==> config.mk <==
export PLATFORM = sky130hd
export DESIGN_NAME = bin2bcd_seq
export DESIGN_NICKNAME = d
export VERILOG_FILES = /design/src/rtl/bin2bcd_seq.sv
export SDC_FILE = /design/constraint.sdc
export NUM_CORES = 1
export LEC_CHECK = 0
export ABC_AREA = 1
export BUFFER_PORTS_ARGS = -buffer_cell sky130_fd_sc_hd__buf_2
export CORE_MARGIN = 2
export CORE_UTILIZATION = 50
export CTS_CLUSTER_SIZE = 16
export DETAILED_ROUTE_END_ITERATION = 12
export HOLD_SLACK_MARGIN = 0.12
export PLACE_DENSITY = 0.78
export SLEW_MARGIN = 20
export SYNTH_ARGS = -nofsm -noshare
export SYNTH_HDL_FRONTEND = slang
export SYNTH_SLANG_ARGS = --single-unit
export TNS_END_PERCENT = 1
==> constraint.sdc <==
create_clock -name CLK100MHZ -period 1.6 [get_ports CLK100MHZ]
set_input_delay 0.24 -clock CLK100MHZ [delete_from_list [all_inputs] [get_ports CLK100MHZ]]
set_output_delay 0.24 -clock CLK100MHZ [all_outputs]
set_load 0.02 [all_outputs]
==> src/rtl/bin2bcd_seq.sv <==
// Sequential double-dabble binary-to-BCD converter, one shift-and-correct step per clock.
// Optional macro BCD_BLANK_EN adds a registered leading-zero blanking mask.
module bin2bcd_seq #(
   parameter int unsigned WIDTH  = 8,
   parameter int unsigned DIGITS = 3
) (
   input  logic                  CLK100MHZ,
   input  logic                  CPU_RESETN,
   input  logic [WIDTH-1:0]      bin_in,
   input  logic                  start,
   output logic                  busy,
   output logic                  done,
   output logic [4*DIGITS-1:0]   bcd_out,
   output logic                  overflow
`ifdef BCD_BLANK_EN
   ,
   output logic [DIGITS-1:0]     blank
`endif
);

   localparam int unsigned CntW = $clog2(WIDTH + 1);
   localparam int unsigned BcdW = 4 * DIGITS;
   localparam int unsigned CatW = BcdW + WIDTH + 1;

   typedef enum logic {StIdle, StShift} state_e;

   state_e            state_q, state_d;
   logic [WIDTH-1:0]  sr_q, sr_d;
   logic [BcdW-1:0]   acc_q, acc_d;
   logic              sticky_q, sticky_d;
   logic [CntW-1:0]   cnt_q, cnt_d;
   logic              done_q, done_d;
   logic [BcdW-1:0]   bcd_q, bcd_d;
   logic              ovf_q, ovf_d;

   logic [BcdW-1:0]   acc_corr;
   logic [CatW-1:0]   cat;
   logic [BcdW-1:0]   acc_next;
   logic              carry_out;
   logic              last_iter;

   // Add-3 correction on every digit, then one left shift of {carry, acc, sr}.
   always_comb begin
      acc_corr = acc_q;
      for (int i = 0; i < int'(DIGITS); i++) begin
         if (acc_q[4*i +: 4] >= 4'd5) begin
            acc_corr[4*i +: 4] = acc_q[4*i +: 4] + 4'd3;
         end
      end
      cat       = {1'b0, acc_corr, sr_q} << 1;
      acc_next  = cat[CatW-2:WIDTH];
      carry_out = cat[CatW-1];
   end

   assign last_iter = (state_q == StShift) && (cnt_q == CntW'(1));

   always_comb begin
      state_d  = state_q;
      sr_d     = sr_q;
      acc_d    = acc_q;
      sticky_d = sticky_q;
      cnt_d    = cnt_q;
      done_d   = 1'b0;
      bcd_d    = bcd_q;
      ovf_d    = ovf_q;
      unique case (state_q)
         StIdle: begin
            if (start) begin
               sr_d     = bin_in;
               acc_d    = '0;
               sticky_d = 1'b0;
               cnt_d    = CntW'(WIDTH);
               state_d  = StShift;
            end
         end
         StShift: begin
            sr_d     = cat[WIDTH-1:0];
            acc_d    = acc_next;
            sticky_d = sticky_q | carry_out;
            cnt_d    = cnt_q - CntW'(1);
            if (last_iter) begin
               bcd_d   = acc_next;
               ovf_d   = sticky_q | carry_out;
               done_d  = 1'b1;
               state_d = StIdle;
            end
         end
         default: state_d = StIdle;
      endcase
   end

   always_ff @(posedge CLK100MHZ or negedge CPU_RESETN) begin
      if (!CPU_RESETN) begin
         state_q  <= StIdle;
         sr_q     <= '0;
         acc_q    <= '0;
         sticky_q <= 1'b0;
         cnt_q    <= '0;
         done_q   <= 1'b0;
         bcd_q    <= '0;
         ovf_q    <= 1'b0;
      end else begin
         state_q  <= state_d;
         sr_q     <= sr_d;
         acc_q    <= acc_d;
         sticky_q <= sticky_d;
         cnt_q    <= cnt_d;
         done_q   <= done_d;
         bcd_q    <= bcd_d;
         ovf_q    <= ovf_d;
      end
   end

   assign busy     = (state_q == StShift);
   assign done     = done_q;
   assign bcd_out  = bcd_q;
   assign overflow = ovf_q;

`ifdef BCD_BLANK_EN
   logic [DIGITS-1:0] blank_q, blank_d;
   logic              nonzero_above;

   // Scan from the top digit down; the ones digit is never blanked.
   always_comb begin
      blank_d       = blank_q;
      nonzero_above = 1'b0;
      if (last_iter) begin
         blank_d = '0;
         for (int i = int'(DIGITS) - 1; i >= 1; i--) begin
            nonzero_above = nonzero_above | (acc_next[4*i +: 4] != 4'd0);
            blank_d[i]    = ~nonzero_above;
         end
      end
   end

   always_ff @(posedge CLK100MHZ or negedge CPU_RESETN) begin
      if (!CPU_RESETN) begin
         blank_q <= '0;
      end else begin
         blank_q <= blank_d;
      end
   end

   assign blank = blank_q;
`endif

endmodule
# [Yosys cells after proc, flatten, opt, wreduce, memory -nomap -nowiden]
# Cells that the tools add are included.
[totals] in_bits=11 output_inout_bits=15 reg_bits=40 wordCells=37
[classes] n_eq_ne=2 magnitude_cmp=3 mux=16 reduce_logical=2 n_bitwise=2 n_addsub=4
[ops] operator="one-hot mux 12 bit (2 select lines)" n=1
[ops] operator="two-way mux 4 bit" n=4
[ops] operator="one-hot mux 8 bit (2 select lines)" n=1
[ops] operator="adder 4 x 2 -> 4 bit, second input constant" n=3
[ops] operator=">= comparator 4 x 3 -> 1 bit, second input constant" n=3
[ops] operator="two-way mux 12 bit" n=1
[ops] operator="two-way mux 8 bit" n=1
[ops] operator="one-hot mux 4 bit (2 select lines)" n=1
[ops] operator="two-way mux 1 bit" n=5
[ops] operator="== test 4 x 1 -> 1 bit, second input constant" n=1
[ops] operator="one-hot mux 1 bit (2 select lines)" n=2
[ops] operator="subtractor 4 x 1 -> 4 bit, second input constant" n=1
[ops] operator="inequality test 2 bit, second input constant" n=1
[ops] operator="AND reduction 2 bit" n=1
[ops] operator="logical AND 1 bit" n=1
[ops] operator="NOT 1 bit" n=1
[ops] operator="bitwise OR 1 bit" n=1

# [Longest topological paths before layout]
[logic_depth] depth_word=4 mapped_depth=8 ltp_nobuf=8

# [Least setup slack after synthesis]
# Ideal clock, no wire load.
[synth_timing] kind="register -> register" startpoint="reg acc_q[8]" endpoint="reg acc_q[10]" path_buffers=0 setup_slack_ps=317 synth_period_minus_slack_ps=1283 setup_ps=118 t_arrival_ps=1166 path_stages_with_launch=8 cell_sequence="dfrtp_1 -> inv_1 -> ha_1 -> inv_1 -> o21ai_0 -> nand3_1 -> nand3_1 -> nand2_1"
[synth_via] elab_chain_len=3 word_cells_on_any_way=4 classes_between="add/sub: 1; order compare: 1; mux: 2"
[synth_lines] item="start, declared" line_no="29" source="logic [BcdW-1:0] acc_q, acc_d;"
[synth_lines] item="start signal, assigned" line_no="96" source="acc_q <= '0;"
[synth_lines] item="start signal, assigned" line_no="105" source="acc_q <= acc_d;"
[synth_lines] item="adder 4 x 2 -> 4 bit / >= comparator 4 x 3 -> 1 bit (equally long branches)" line_no="47, 46"
[synth_lines] item="two-way mux 4 bit (*)" line_no="46" source="if (acc_q[4*i +: 4] >= 4'd5) begin"
[synth_lines] item="one-hot mux 12 bit (2 select lines) (*)" line_no="66" source="unique case (state_q)"
# Mark *: on every way between the ends. The rest lies on a longest branch, timed or not.
# A chain may end at the register's enable or synchronous reset.

# [Worst setup path in the final report]
[layout_timing] startpoint="reg acc_q[1]" endpoint="reg acc_q[2]"
# The elaborated chain is that of the path after synthesis.

==> metrics.md <==
| Metric | Value |
|---|---|
| Drt first pass iters | `4` |
| Final Hold Fails | `0` |
| Sequential cell area fraction in the yosys report | `0.522` |
| Fill count | `332` |
| Total gr overflow | `0` |
| CP Capture Type | `register` |
| IO Port Bufs | `25` |
| Residual DRC | `0` |
| Design area | `around 0.0022 mm2` |
| Via density per instance | `approximately 5.1` |
| Final Skew | `4.55 ps` |
| Clock tree sinks | `40` |
| Pin count of the biggest net entering global routing | `41` |
| Mapped Nets | `around 240` |
| CTS H-tree depth | `2` |
| N_diodes | `0` |
| Relative slew slack | `0.664` |
| Clk_lat worst skew | `roughly 290 ps` |
| Multi-input logic area | `781 um2` |
| Initial antenna violation count | `0` |
| TNS Setup | `0 ps` |
| Number of global-route vias before repair | `around 1500` |
| DP HPWL | `approximately 2.7 mm` |
| 1st-iter DRT viols | `~160` |
| Global Route Usage Sum | `0.197` |
| CP max FO | `4` |
| Register area | `around 0.001 mm2` |
| CP Launch Type | `register` |
| Max_cap viols | `0` |
| Post-CTS Setup Inserts | `0` |
| Share of cells above drive strength 1 | `0.162` |
| Data required, critical path | `approximately 1800 ps` |
| Worst hold path class | `in2reg` |
| Layout area overhead | `14.4%` |
| Initial Util | `0.520` |
| Static Leakage | `around 0.0012 uW` |
| Pins over their slew limit | `0` |
| Mapped Cells | `around 230` |
| Nets | `about 280` |
| Final setup fails | `0` |
| Antenna Violating Nets Remaining | `0` |
| CTS tree | `built` |
| Yosys reg bits | `40` |
| RSZ-0062 raised after global routing | `no` |
| DIE HEIGHT | `roughly 66 um` |
| VDD IR max | `between 0.0008 and 0.0009 V` |
| Clk buf depth | `2` |
| Most frequent cells in the layout | `nand2_1, dfrtp_1, nand3_1, buf_2, inv_1` |
| Synth Cell Area | `~0.0019 mm2` |
| Fmax | `674 MHz` |
| Root buf cell | `clkbuf_8` |
| Synth warn | `0` |
| Num CTS Buffers | `5` |
| First-pass GRT wire length | `approximately 6.5 mm` |
| Core ar. | `roughly 0.0037 mm2` |
| Worst EP arrival | `~1700 ps` |
| WL final | `between 3 and 4 mm` |
| Final period utilization | `0.928` |
| Die Span X | `66.0 um` |
| Synth cell types | `22` |
| Mean Syn Cell Area | `between 8 and 9 um2` |
| Status | `finished clean` |
| DR vias | `~1600` |
| Cell area after placement | `0.00210 mm2` |
| Row cnt | `22` |
| Crit Path Class | `reg2reg` |
| Die area | `approximately 0.0044 mm2` |
| I/O pin cnt | `26` |
| Commonest non-fill, non-tap cell in the layout | `nand2_1` |
| Power density over cell area | `2140 mW/mm2` |
| Final Critical Period | `around 1500 ps` |
| Worst-margin pin slew | `approximately 500 ps` |
| Clock slew at reported path FFs | `around 70 ps` |
| Avg WL per Cell | `~12 um` |
| Final GP Congestion | `0.878` |
[logic make-up after synthesis]
group,Yosys count,share of synthesized area
xor+xnor,1,0.00456
simple gates,118,0.265
compound gates,29,0.0854
fa+ha+maj,8,0.0522
flops,40,0.522
buf+inv,29,0.0717
[stage by stage]
step	instances	worst slack (ps)	power [uW]	hold WS, ps	utilization
6_report	307	116	4700	147	0.595
3_5_place_dp	298	133	4040	326	0.568
4_1_cts	307	122	4740	138	0.595
2_1_floorplan	225	317	3450	-55.6	-
5_1_grt	307	15.6	5160	140	0.595
3_3_place_gp	298	222	3930	326	0.568
[layout make-up]
type                            count  area share
Tap cell                           48      0.0274
Sequential cell                    40       0.456
Multi-Input combinational cell    156       0.356
Inverter                           24      0.0416
Timing Repair Buffer               31      0.0786
Clock buffer                        8      0.0410
[per-layer routing]
layer	GRT usage	wire, um
met5	0	0
met4	0.0791	55
met3	0.0528	179
met2	0.322	1770
met1	0.249	1690
[worst paths after layout]
check	from	to	slack [ps]	cells past startpoint
max	acc_q[1]	acc_q[2]	120	8
min	bin_in[2]	sr_q[2]	150	3
max reg2reg	acc_q[1]	acc_q[2]	120	8
min reg2reg	bcd_out[10]	bcd_out[10]	480	2
max in group asynchronous	CPU_RESETN	cnt_q[3]	740	3
min in group asynchronous	CPU_RESETN	bcd_out[7]	530	3
[synth_stat cells]
| library cell | number | area (um2) |
|---|---|---|
| xnor2_1 | 1 | 8.76 |
| o211ai_1 | 1 | 7.51 |
| nor2_4 | 2 | 22.5 |
| nand4_1 | 1 | 6.26 |
| buf_6 | 3 | 33.8 |
| nand3_1 | 25 | 125 |
| nor2_1 | 5 | 18.8 |
| nor2_2 | 1 | 6.26 |
| a22oi_1 | 4 | 30.0 |
| clkinv_2 | 1 | 5.00 |
| buf_4 | 1 | 7.51 |
| inv_2 | 1 | 3.75 |
| ha_1 | 8 | 100 |
| a21oi_1 | 1 | 5.00 |
| o21ai_1 | 3 | 15.0 |
| dfrtp_1 | 40 | 1000 |
| nand2_1 | 83 | 312 |
| nand3_4 | 1 | 17.5 |
| o21ai_0 | 15 | 75.1 |
| inv_1 | 22 | 82.6 |
| buf_2 | 1 | 5.00 |
| o22ai_1 | 5 | 31.3 |
[sequential cells by signal, indices dropped and copies added, names as in the netlist]
| name | count |
|---|---|
| overflow | 1 |
| sr_q | 8 |
| busy | 1 |
| acc_q | 12 |
| done | 1 |
| cnt_q | 4 |
| sticky_q | 1 |
| bcd_out | 12 |
[repair_timing]
action,4_1_cts,5_1_grt
hold buffers,1,0
endpoints found under the hold margin,40,0
gates resized for setup,0,1
endpoints found under the setup margin,0,4
[power breakdown]
group,internal [uW],total (uW),switching [uW]
logic,796,2200,1400
registers,1470,1820,351
clock network,352,686,334
total,2620,4700,2080
[worst max-delay path, stage by stage (launching register included)]
cell     delay [ps]
dfrtp_1         390
inv_1           140
ha_1            200
inv_1            60
o21ai_1         210
nand2_1         150
nand2_1         110
nand3_1          80
nand2_1          90
(Power assumes the default switching activity.)
